--- config.mk ---
export PLATFORM = sky130hd
export DESIGN_NAME = idma_obi_write_outstanding
export DESIGN_NICKNAME = d
export VERILOG_FILES = /design/src/rtl/idma_obi_write_pkg.sv /design/src/rtl/fifo_v3.sv /design/src/rtl/idma_obi_rsp_tracker.sv /design/src/rtl/idma_obi_write_outstanding.sv
export SDC_FILE = /design/constraint.sdc
export NUM_CORES = 1
export LEC_CHECK = 0
export BUFFER_PORTS_ARGS = -buffer_cell sky130_fd_sc_hd__buf_2
export CAP_MARGIN = 10
export CORE_MARGIN = 2
export CORE_UTILIZATION = 30
export CTS_CLUSTER_SIZE = 20
export DETAILED_ROUTE_END_ITERATION = 8
export PLACE_DENSITY = 0.48
export SLEW_MARGIN = 20
export SYNTH_ARGS = -nofsm -noshare
export SYNTH_HDL_FRONTEND = slang
export SYNTH_SLANG_ARGS = --single-unit
--- constraint.sdc ---
create_clock -name clk_i -period 3.9 [get_ports clk_i]
set_input_delay 0.78 -clock clk_i [delete_from_list [all_inputs] [get_ports clk_i]]
set_output_delay 0.78 -clock clk_i [all_outputs]
set_load 0.005 [all_outputs]
--- src/rtl/idma_obi_write_pkg.sv ---
// rtl/idma_obi_write_pkg.sv - shared types and constants for the iDMA OBI write port
package idma_obi_write_pkg;

  localparam int unsigned DefDataWidth = 32;
  localparam int unsigned DefAddrWidth = 32;
  localparam int unsigned DefLenWidth  = 8;

  localparam int unsigned StrbWidth = DefDataWidth / 8;
  localparam int unsigned AddrLsb   = $clog2(StrbWidth);

  typedef logic [DefAddrWidth-1:0] addr_t;
  typedef logic [DefLenWidth-1:0]  len_t;
  typedef logic [StrbWidth-1:0]    strb_t;
  typedef logic [DefDataWidth-1:0] data_t;

  typedef enum logic {
    IDLE  = 1'b0,
    BURST = 1'b1
  } issue_state_e;

endpackage

--- src/rtl/fifo_v3.sv ---
// rtl/fifo_v3.sv - synchronous FIFO, optional fall-through, sync active-low reset
module fifo_v3 #(
  parameter bit          FALL_THROUGH = 1'b0,
  parameter int unsigned DATA_WIDTH   = 32,
  parameter int unsigned DEPTH        = 8,
  parameter int unsigned ADDR_DEPTH   = (DEPTH > 1) ? $clog2(DEPTH) : 1
) (
  input  logic                  clk_i,
  input  logic                  rst_ni,
  input  logic                  flush_i,
  output logic                  full_o,
  output logic                  empty_o,
  output logic [ADDR_DEPTH-1:0] usage_o,
  input  logic [DATA_WIDTH-1:0] data_i,
  input  logic                  push_i,
  output logic [DATA_WIDTH-1:0] data_o,
  input  logic                  pop_i
);

  localparam logic [ADDR_DEPTH-1:0] LastPtr = ADDR_DEPTH'(DEPTH - 1);
  localparam logic [ADDR_DEPTH:0]   FullCnt = (ADDR_DEPTH + 1)'(DEPTH);

  logic [DATA_WIDTH-1:0] mem_q [DEPTH];
  logic [ADDR_DEPTH-1:0] rd_q, wr_q;
  logic [ADDR_DEPTH:0]   cnt_q;
  logic                  bypass, do_push, do_pop;

  always_comb begin
    bypass  = FALL_THROUGH && (cnt_q == '0) && push_i;
    do_push = push_i && (cnt_q != FullCnt) && !(bypass && pop_i);
    do_pop  = pop_i && (cnt_q != '0);
  end

  assign full_o  = (cnt_q == FullCnt);
  assign empty_o = (cnt_q == '0) && !bypass;
  assign usage_o = cnt_q[ADDR_DEPTH-1:0];
  assign data_o  = bypass ? data_i : mem_q[rd_q];

  always_ff @(posedge clk_i) begin
    if (!rst_ni) begin
      rd_q  <= '0;
      wr_q  <= '0;
      cnt_q <= '0;
      for (int i = 0; i < int'(DEPTH); i++) mem_q[i] <= '0;
    end else if (flush_i) begin
      rd_q  <= '0;
      wr_q  <= '0;
      cnt_q <= '0;
    end else begin
      if (do_push) begin
        mem_q[wr_q] <= data_i;
        wr_q        <= (wr_q == LastPtr) ? '0 : wr_q + 1'b1;
      end
      if (do_pop) rd_q <= (rd_q == LastPtr) ? '0 : rd_q + 1'b1;
      case ({do_push, do_pop})
        2'b10:   cnt_q <= cnt_q + 1'b1;
        2'b01:   cnt_q <= cnt_q - 1'b1;
        default: cnt_q <= cnt_q;
      endcase
    end
  end

endmodule

--- src/rtl/idma_obi_rsp_tracker.sv ---
// rtl/idma_obi_rsp_tracker.sv - matches OBI responses to transfers and queues one completion each
module idma_obi_rsp_tracker #(
  parameter int unsigned LenWidth     = 8,
  parameter int unsigned NumTransfers = 2
) (
  input  logic                clk_i,
  input  logic                rst_ni,
  input  logic                aw_push_i,
  input  logic [LenWidth-1:0] aw_len_i,
  input  logic                rsp_valid_i,
  input  logic                rsp_err_i,
  output logic                w_rsp_valid_o,
  input  logic                w_rsp_ready_i,
  output logic                w_rsp_err_o,
  output logic                admit_o,
  output logic                pending_o
);

  localparam int unsigned FifoAw = (NumTransfers > 1) ? $clog2(NumTransfers) : 1;
  localparam int unsigned CntW   = $clog2(NumTransfers + 1) + 1;

  logic [LenWidth-1:0] rsp_cnt_q, rsp_cnt_d, len_head;
  logic                err_acc_q, err_acc_d;
  logic                len_full, len_empty, cpl_full, cpl_empty, last;
  logic [FifoAw-1:0]   len_usage, cpl_usage;
  logic [0:0]          cpl_head;
  logic [CntW-1:0]     len_cnt, cpl_cnt;

  assign last = rsp_valid_i && (rsp_cnt_q == len_head);

  fifo_v3 #(.FALL_THROUGH(1'b0), .DATA_WIDTH(LenWidth), .DEPTH(NumTransfers)) i_len_fifo (
    .clk_i, .rst_ni, .flush_i(1'b0),
    .full_o(len_full), .empty_o(len_empty), .usage_o(len_usage),
    .data_i(aw_len_i), .push_i(aw_push_i), .data_o(len_head), .pop_i(last)
  );

  fifo_v3 #(.FALL_THROUGH(1'b0), .DATA_WIDTH(1), .DEPTH(NumTransfers)) i_cpl_fifo (
    .clk_i, .rst_ni, .flush_i(1'b0),
    .full_o(cpl_full), .empty_o(cpl_empty), .usage_o(cpl_usage),
    .data_i(err_acc_q | rsp_err_i), .push_i(last), .data_o(cpl_head),
    .pop_i(w_rsp_valid_o & w_rsp_ready_i)
  );

  always_comb begin
    rsp_cnt_d = rsp_cnt_q;
    err_acc_d = err_acc_q;
    if (last) begin
      rsp_cnt_d = '0;
      err_acc_d = 1'b0;
    end else if (rsp_valid_i) begin
      rsp_cnt_d = rsp_cnt_q + 1'b1;
      err_acc_d = err_acc_q | rsp_err_i;
    end
  end

  always_ff @(posedge clk_i) begin
    if (!rst_ni) begin
      rsp_cnt_q <= '0;
      err_acc_q <= 1'b0;
    end else begin
      rsp_cnt_q <= rsp_cnt_d;
      err_acc_q <= err_acc_d;
    end
  end

  // Full FIFOs report usage 0, so rebuild the true occupancy from full_o.
  assign len_cnt = len_full ? CntW'(NumTransfers) : CntW'(len_usage);
  assign cpl_cnt = cpl_full ? CntW'(NumTransfers) : CntW'(cpl_usage);

  assign admit_o       = (len_cnt + cpl_cnt) < CntW'(NumTransfers);
  assign pending_o     = !len_empty || !cpl_empty;
  assign w_rsp_valid_o = !cpl_empty;
  assign w_rsp_err_o   = cpl_head[0];

  a_no_cpl_overflow: assert property (@(posedge clk_i) disable iff (!rst_ni) !(last && cpl_full));

endmodule

--- src/rtl/idma_obi_write_outstanding.sv ---
// rtl/idma_obi_write_outstanding.sv - OBI write port issuing one beat per grant with bounded outstanding beats
module idma_obi_write_outstanding
  import idma_obi_write_pkg::*;
#(
  parameter int unsigned DataWidth       = 32,
  parameter int unsigned AddrWidth       = 32,
  parameter int unsigned LenWidth        = 8,
  parameter int unsigned NumOutstanding  = 4,
  parameter int unsigned NumTransfers    = 2,
  parameter bit          MaskInvalidData = 1'b1
) (
  input  logic                   clk_i,
  input  logic                   rst_ni,
  input  logic [AddrWidth-1:0]   aw_addr_i,
  input  logic [LenWidth-1:0]    aw_len_i,
  input  logic                   aw_valid_i,
  output logic                   aw_ready_o,
  input  logic [DataWidth-1:0]   buf_data_i,
  input  logic [DataWidth/8-1:0] buf_strb_i,
  input  logic                   buf_valid_i,
  output logic                   buf_ready_o,
  input  logic                   dp_poison_i,
  output logic                   obi_req_o,
  input  logic                   obi_gnt_i,
  output logic [AddrWidth-1:0]   obi_addr_o,
  output logic                   obi_we_o,
  output logic [DataWidth/8-1:0] obi_be_o,
  output logic [DataWidth-1:0]   obi_wdata_o,
  input  logic                   obi_rvalid_i,
  input  logic                   obi_err_i,
  output logic                   w_rsp_valid_o,
  input  logic                   w_rsp_ready_i,
  output logic                   w_rsp_err_o,
  output logic                   busy_o
);

  localparam int unsigned StrbBytes = DataWidth / 8;
  localparam int unsigned OutW      = $clog2(NumOutstanding + 1);
  localparam logic [AddrWidth-1:0] LowMask = AddrWidth'(StrbBytes - 1);

  issue_state_e        state_q, state_d;
  logic [AddrWidth-1:0] addr_q, addr_d;
  logic [LenWidth-1:0]  beats_q, beats_d;
  logic [OutW-1:0]      outst_q, outst_d;
  logic                 grant, rsp_ok, aw_hs, admit, trk_pending;

  assign grant  = obi_req_o && obi_gnt_i;
  assign rsp_ok = obi_rvalid_i && (outst_q != '0);
  assign aw_hs  = aw_valid_i && aw_ready_o;

  always_comb begin
    state_d    = state_q;
    addr_d     = addr_q;
    beats_d    = beats_q;
    aw_ready_o = 1'b0;
    obi_req_o  = 1'b0;
    case (state_q)
      IDLE: begin
        aw_ready_o = rst_ni && admit;
        if (aw_valid_i && aw_ready_o) begin
          addr_d  = aw_addr_i & ~LowMask;
          beats_d = aw_len_i;
          state_d = BURST;
        end
      end
      BURST: begin
        // A stalled request freezes outst_q, so once raised it stays up until granted.
        obi_req_o = rst_ni && buf_valid_i && (outst_q < OutW'(NumOutstanding));
        if (obi_req_o && obi_gnt_i) begin
          addr_d  = addr_q + AddrWidth'(StrbBytes);
          beats_d = beats_q - 1'b1;
          if (beats_q == '0) state_d = IDLE;
        end
      end
      default: state_d = IDLE;
    endcase
  end

  always_comb begin
    outst_d = outst_q;
    case ({grant, rsp_ok})
      2'b10:   outst_d = outst_q + 1'b1;
      2'b01:   outst_d = outst_q - 1'b1;
      default: outst_d = outst_q;
    endcase
  end

  always_ff @(posedge clk_i) begin
    if (!rst_ni) begin
      state_q <= IDLE;
      addr_q  <= '0;
      beats_q <= '0;
      outst_q <= '0;
    end else begin
      state_q <= state_d;
      addr_q  <= addr_d;
      beats_q <= beats_d;
      outst_q <= outst_d;
    end
  end

  assign buf_ready_o = grant;
  assign obi_we_o    = 1'b1;
  assign obi_addr_o  = addr_q;
  assign obi_wdata_o = (MaskInvalidData && !obi_req_o) ? '0 : buf_data_i;
  assign obi_be_o    = ((MaskInvalidData && !obi_req_o) || dp_poison_i) ? '0 : buf_strb_i;

  idma_obi_rsp_tracker #(
    .LenWidth    (LenWidth),
    .NumTransfers(NumTransfers)
  ) i_rsp_tracker (
    .clk_i,
    .rst_ni,
    .aw_push_i    (aw_hs),
    .aw_len_i     (aw_len_i),
    .rsp_valid_i  (rsp_ok),
    .rsp_err_i    (obi_err_i),
    .w_rsp_valid_o(w_rsp_valid_o),
    .w_rsp_ready_i(w_rsp_ready_i),
    .w_rsp_err_o  (w_rsp_err_o),
    .admit_o      (admit),
    .pending_o    (trk_pending)
  );

  assign busy_o = (state_q == BURST) || (outst_q != '0) || trk_pending;

  a_rvalid_with_outstanding: assert property (@(posedge clk_i) disable iff (!rst_ni) obi_rvalid_i |-> (outst_q != '0));

endmodule

Yosys cells after proc, flatten, opt, wreduce, memory -nomap -nowiden. Memories as Yosys holds them, arrays and structs flattened. A register that Yosys moved wholly into a read port is not among the register bits. Index checks and enable logic that the tools add are counted.

Flip-flop bits (word level): 61. Bits in latches: 0. Bits in writable memories: 18. ROM bits: 0. Bits of input ports: 85. Output and inout port bits: 75. Word-level logic and storage cells: 120. Memories kept: 2.

$add $sub $neg: 14. Multiply operators: 0. Divide/modulo/power cells: 0. Order comparisons: 2. Equality and inequality tests: 13. Shift operators: 0. Muxes and demuxes: 40. Bitwise operators: 4. Reductions and logical operators: 33.

Memories: i_rsp_tracker.i_len_fifo.mem_q (depth 2, width 8, read ports 1, clocked after Yosys merged registers in 1, write ports 2, RTL line fifo_v3.sv:23) `logic [DATA_WIDTH-1:0] mem_q [DEPTH];`; i_rsp_tracker.i_cpl_fifo.mem_q (depth 2, width 1, read ports 1, clocked after Yosys merged registers in 1, write ports 2, RTL line fifo_v3.sv:23).

Operators with widths (count): two-way mux 32 bit (3); case mux 32 bit (2 select lines) (1); adder 32 x 3 -> 32 bit (second input constant) (1); two-way mux 1 bit (25); two-way mux 8 bit (3); case mux 8 bit (2 select lines) (1); logical AND 1 bit (13); == test 2 bit (second input constant) (5); nonzero test 2 bit (5); adder 8 x 1 -> 8 bit (second input constant) (1); == test 8 bit (1); logical NOT 8 bit (1); case mux 2 bit (2 select lines) (2); OR reduction 8 bit (1); subtractor 8 x 1 -> 8 bit (second input constant) (1); == test 2 x 1 -> 1 bit (second input constant) (3); != test 2 bit (second input constant) (3); case mux 3 bit (2 select lines) (1); adder 1 bit (second input constant) (4); adder 2 x 1 -> 2 bit (second input constant) (2); logical NOT 2 bit (2); logical OR 1 bit (4); two-way mux 2 bit (2); two-way mux 4 bit (1); 16 further kinds (20).

Depth between registers and ports, before layout.
Depth after elaboration: 13. Mapped depth: 11. Mapped depth without buffers: 10.

By module. Synthesis repeated with hierarchy kept, for this count alone.

Cells, all modules: 554. Area total of the unflattened synthesis: 4690.7 um^2.

Modules (own cells, without submodules): idma_obi_write_outstanding (times used 1, cells an instance 387, area each 2896.5 um^2, seq. area each 840.8 um^2); fifo_v3 at i_rsp_tracker.i_len_fifo (times used 1, cells an instance 70, area each 952.2 um^2, seq. area each 580.6 um^2); idma_obi_rsp_tracker (times used 1, cells an instance 61, area each 525.5 um^2, seq. area each 180.2 um^2); fifo_v3 at i_rsp_tracker.i_cpl_fifo (times used 1, cells an instance 36, area each 316.6 um^2, seq. area each 140.1 um^2).

Worst setup path before layout. Ideal clock, no wire load.

Path kind: flip-flop to flip-flop. Start: reg i_rsp_tracker.i_cpl_fifo.cnt_q[0]. End: mem i_rsp_tracker.i_len_fifo.mem_q[1][0] (netlist name) (enable). Setup time: 0.384 ns. Arrival time: 2.638 ns. Required time: 3.516 ns. Setup slack: 0.878 ns. Stages on the path, launching flop included: 9. Buffers on the path: 1. Period minus slack after synthesis: 3.022 ns. Cells stage by stage: dfxtp_1 > nand2b_1 > inv_1 > fa_1 > nor4b_2 > and2_1 > nand2b_1 > clkbuf_1 > o21ai_0.

RTL lines: start: declaration (RTL line fifo_v3.sv:25) `logic [ADDR_DEPTH:0] cnt_q;`; start signal: assignment (RTL line fifo_v3.sv:56) `2'b10: cnt_q <= cnt_q + 1'b1;`; start signal: assignment (RTL line fifo_v3.sv:57) `2'b01: cnt_q <= cnt_q - 1'b1;`; start signal: assignment (RTL line fifo_v3.sv:58) `default: cnt_q <= cnt_q;`; end: declaration (RTL line fifo_v3.sv:23).

Worst setup path in the final report.
Start: in rst_ni. End: out obi_wdata_o[2].

Word-level cells in the longest chain between the ends: 4.

RTL lines: start: declaration (RTL line idma_obi_write_outstanding.sv:13) `input logic rst_ni,`; logical AND 1 bit (2 in series) (RTL line idma_obi_write_outstanding.sv:68) `obi_req_o = rst_ni && buf_valid_i && (outst_q < OutW'(NumOutstanding));`; two-way mux 1 bit (RTL line idma_obi_write_outstanding.sv:57) `case (state_q)`; two-way mux 32 bit (RTL line idma_obi_write_outstanding.sv:105) `assign obi_wdata_o = (MaskInvalidData && !obi_req_o) ? '0 : buf_data_i;`; end: declaration (RTL line idma_obi_write_outstanding.sv:28) `output logic [DataWidth-1:0] obi_wdata_o,`.

Every way passes these cells.

==> reports/metrics.cfg <==
[worst_setup_path]
critical-path-top-delay-family=simple AND/OR/NAND/NOR gates
setup.worst_path.class=in -> out
r2r_slack_ns=0.86
required_ns=3.12
crit_arrival_ns=2.36
slowest_stage=nor3b_2
cp_cell_sequence=buf_2 -> nand2_1 -> nor3b_2 -> buf_4 -> and2_1 -> buf_2
path_common_cell=buf_2
crit_fanout=21
startpoint_type=input pin
reg2regPathDepth=10
reg2reg_from=i_rsp_tracker.i_cpl_fifo.cnt_q[0]$_SDFFE_PN0P_
path_buf_inv=3
worst_path_largest_cell_delay_ns=0.55
reg2reg_to=i_rsp_tracker.i_len_fifo.cnt_q[1]$_SDFFE_PN0P_
end_kind=output pin

[detailed_routing]
first_iter_violations=225
vias=4577
drc=0
wire_per_inst_um=15.2
antenna_left=0
totalWireLength_um=13600
vias_per_cell=5.10
firstDrtPassIters=5

[synth]
synth_top_area_cell=dfxtp_1
synth_xor_area_share_pct=4.16
netlist_instances=566
synth_compound_area_share_pct=19.0
synth_area_leaders=dfxtp_1, edfxtp_1, and2_1
async_flop_share_pct=0
synth_mux_area_share_pct=3.05
synth.distinct_cells=60
yosysWarningCount=0
synth_simple_gate_area_share_pct=28.6
synth.avg_cell_area_sq_um=8.19
synth_edf_count=16
synthAdderAreaFrac_pct=2.48
synth.ff_latch_count=79
syn_area_sq_um=4630
synthDominantCellAreaShare_pct=27.2
synth_top_family_by_area=simple AND/OR/NAND/NOR gates
synth_top_flop_cell=dfxtp_1
seq_area_frac_synth_pct=37.6

[floorplan]
start_util_pct=30.6
ios=160
die_height_um=128
core_area_sq_um=15100
num_rows=45
die_w_um=128
dieArea_sq_um=16500

[hold_path]
holdPathStages=2
min-delay-start=i_rsp_tracker.i_cpl_fifo.mem_q[1]$_DFF_P_
min_to=i_rsp_tracker.i_cpl_fifo.mem_q[1]$_DFF_P_
min_path_type=reg -> reg

[layout]
syn_to_final_growth_pct=25.7
diodes=0
nFillCells=1568
drive_above_1_share_pct=26.5
fin_nets=797
postLayoutCellArea_sq_um=5820

[grt]
grt_pass1_vias=4253
grt_remaining_overflow=0
antenna_found_initial=0
grt_max_degree=49
grt_pass1_wl_um=21500
grtUsageTotal_pct=16.3

[timing]
fin_ws_ns=0.763
setup_viol=0
slew_viol_final=0
grt_setup_unrepaired=false
hold_viol_final=0
skew_ns=0.00857
fmax_mhz=319
relSlewSlack_pct=54.7
tns_ns=0
worst_pin_slew_ns=0.680
finalCritPeriodShare_pct=80.4
holdWs_ns=0.458
timing.final.crit_period_ns=3.14

[place]
post-place-ws_ns=0.768
port_buffers=154
dp_hpwl_um=9740
place_congestion=0.773
post_dp_cell_area_sq_um=5570

[clock_network]
insertion_delay_ns=0.35
cts.sinks=79
post-cts-setup-buffers=0
numCtsBuffers=9
cts_root_buffer=clkbuf_16
cts_resized=0
cts_max_path_buffers=2
clk_pin_slew_ns=0.06
cts_max_level=3
cts_hold_buf=0
cts_tree=yes

[pwr]
power.total_mw=2.01
power.leakage_nw=2.42
ir_worst_vdd_mv=0.224
p_per_area_nw_per_um2=345

[outcome]
outcome=completed

[job]
maxCapViolCount=0

==> per-layer routing <==
layer	vias to the layer above	track usage [%]	share of wire, %
met1	2141	21.8	47
met4	0	3.30	0.93
met5	-	0	0
li1	2304	-	-
met2	114	26.0	47
met3	18	4.92	5.1
==> cell type report <==
type	count	area [sq um]	share of cell area, %
inverters	15	56.3	0.967
repair buffers	166	861	14.8
well taps	188	235	4.04
clock buffers	11	233	4.00
flip-flops and latches	79	1740	29.9
multi-input cells	433	2670	45.9
clock inverters	5	25.0	0.430
==> sequential cells by signal (all words and copies together), names as in the netlist, named ones only <==
name and count:
i_rsp_tracker.i_cpl_fifo.cnt_q 2, i_rsp_tracker.i_cpl_fifo.mem_q 2, i_rsp_tracker.i_cpl_fifo.rd_q 1, obi_addr_o 30, i_rsp_tracker.i_len_fifo.wr_q 1, i_rsp_tracker.i_len_fifo.cnt_q 2, i_rsp_tracker.i_len_fifo.rd_q 1, state_q 1
i_rsp_tracker.rsp_cnt_q 8, outst_q 3, beats_q 8, i_rsp_tracker.err_acc_q 1, i_rsp_tracker.i_len_fifo.mem_q 16, i_rsp_tracker.i_cpl_fifo.wr_q 1
==> cell families (layout without fill, tap and decap cells) <==
kind of cell | count (synthesis) | in the layout
AOI/OAI and AO/OA | 142 | 142
xor gates and xnor gates | 22 | 22
adders and majority gates | 8 | 8
buffers and inverters | 55 | 197
DFF | 79 | 79
muxes | 14 | 14
other | 2 | 3
and+or+nand+nor | 244 | 244
==> cell usage after synthesis, drive strengths merged, types with 3 or more instances <==
master   number
dfxtp        63
xor2         15
a211oi       11
edfxtp       16
and2         56
nor2b         9
nand3b        3
nand3        20
and4          6
and3          5
nor4          5
o41ai         5
clkbuf       33
nor3         18
a31oi         8
mux2i        13
a22oi         7
or3          10
a21o          4
o22ai         7
o2bb2ai       4
o31ai         3
a21oi        41
xnor2         7
nand2        42
nand2b        6
ha            6
or4           3
buf           7
o21ai        39
inv          14
nand4        13
nor2         41
==> placed cells by master (no fill, tap or decap), types with 8 or more instances in the layout <==
master / netlist / final
a31oi_1: 8 / 8
nor3_1: 18 / 18
nand3_1: 20 / 20
xor2_1: 15 / 15
buf_4: 3 / 12
nor2_1: 41 / 41
or3_1: 10 / 10
a21oi_1: 41 / 41
edfxtp_1: 16 / 16
and2_1: 56 / 56
buf_2: 2 / 154
nor2b_1: 9 / 9
clkbuf_16: 0 / 9
a211oi_1: 11 / 11
inv_1: 14 / 14
mux2i_1: 13 / 13
dfxtp_1: 63 / 62
nand2_1: 42 / 42
o21ai_0: 39 / 39
nand4_1: 12 / 12
==> worst max-delay path by stage <==
stage                                                               from                                                  to  slack, ns  depth (start not counted)
after floorplan           i_rsp_tracker.i_cpl_fifo.cnt_q[0]$_SDFFE_PN0P_  i_rsp_tracker.i_len_fifo.mem_q[1][0]$_SDFFCE_PN0P_       0.88                          8
after global routing                                              rst_ni                                      obi_wdata_o[7]       0.60                          6
final                                                             rst_ni                                      obi_wdata_o[2]       0.76                          6
after global placement                                            rst_ni                                      obi_wdata_o[3]       0.86                          6
after CTS                                                         rst_ni                                         obi_be_o[1]       0.77                          6
after detailed placement                                          rst_ni                                         obi_be_o[1]       0.77                          6
==> report_power, final <==
part | switching [mW] | internal, mW
logic | 0.177 | 0.142
registers | 0.0504 | 0.881
clock network | 0.334 | 0.425
total | 0.562 | 1.45
==> stage by stage <==
step	std cells	util (%)
floorplan	567	-
global placement	881	36.8
detailed placement	881	36.8
CTS	897	38.5
global route	897	38.5
finish	897	38.5
==> worst register-to-register path: stages, from the launching register on <==
cell,delay (ns)
dfxtp_1,0.40
nand2b_1,0.21
inv_1,0.12
fa_1,0.48
nor4b_2,0.27
buf_4,0.17
and2_1,0.22
nand2b_1,0.18
ha_1,0.37
or3_1,0.37
a21oi_1,0.16
Power figures use the tool's default switching activity.
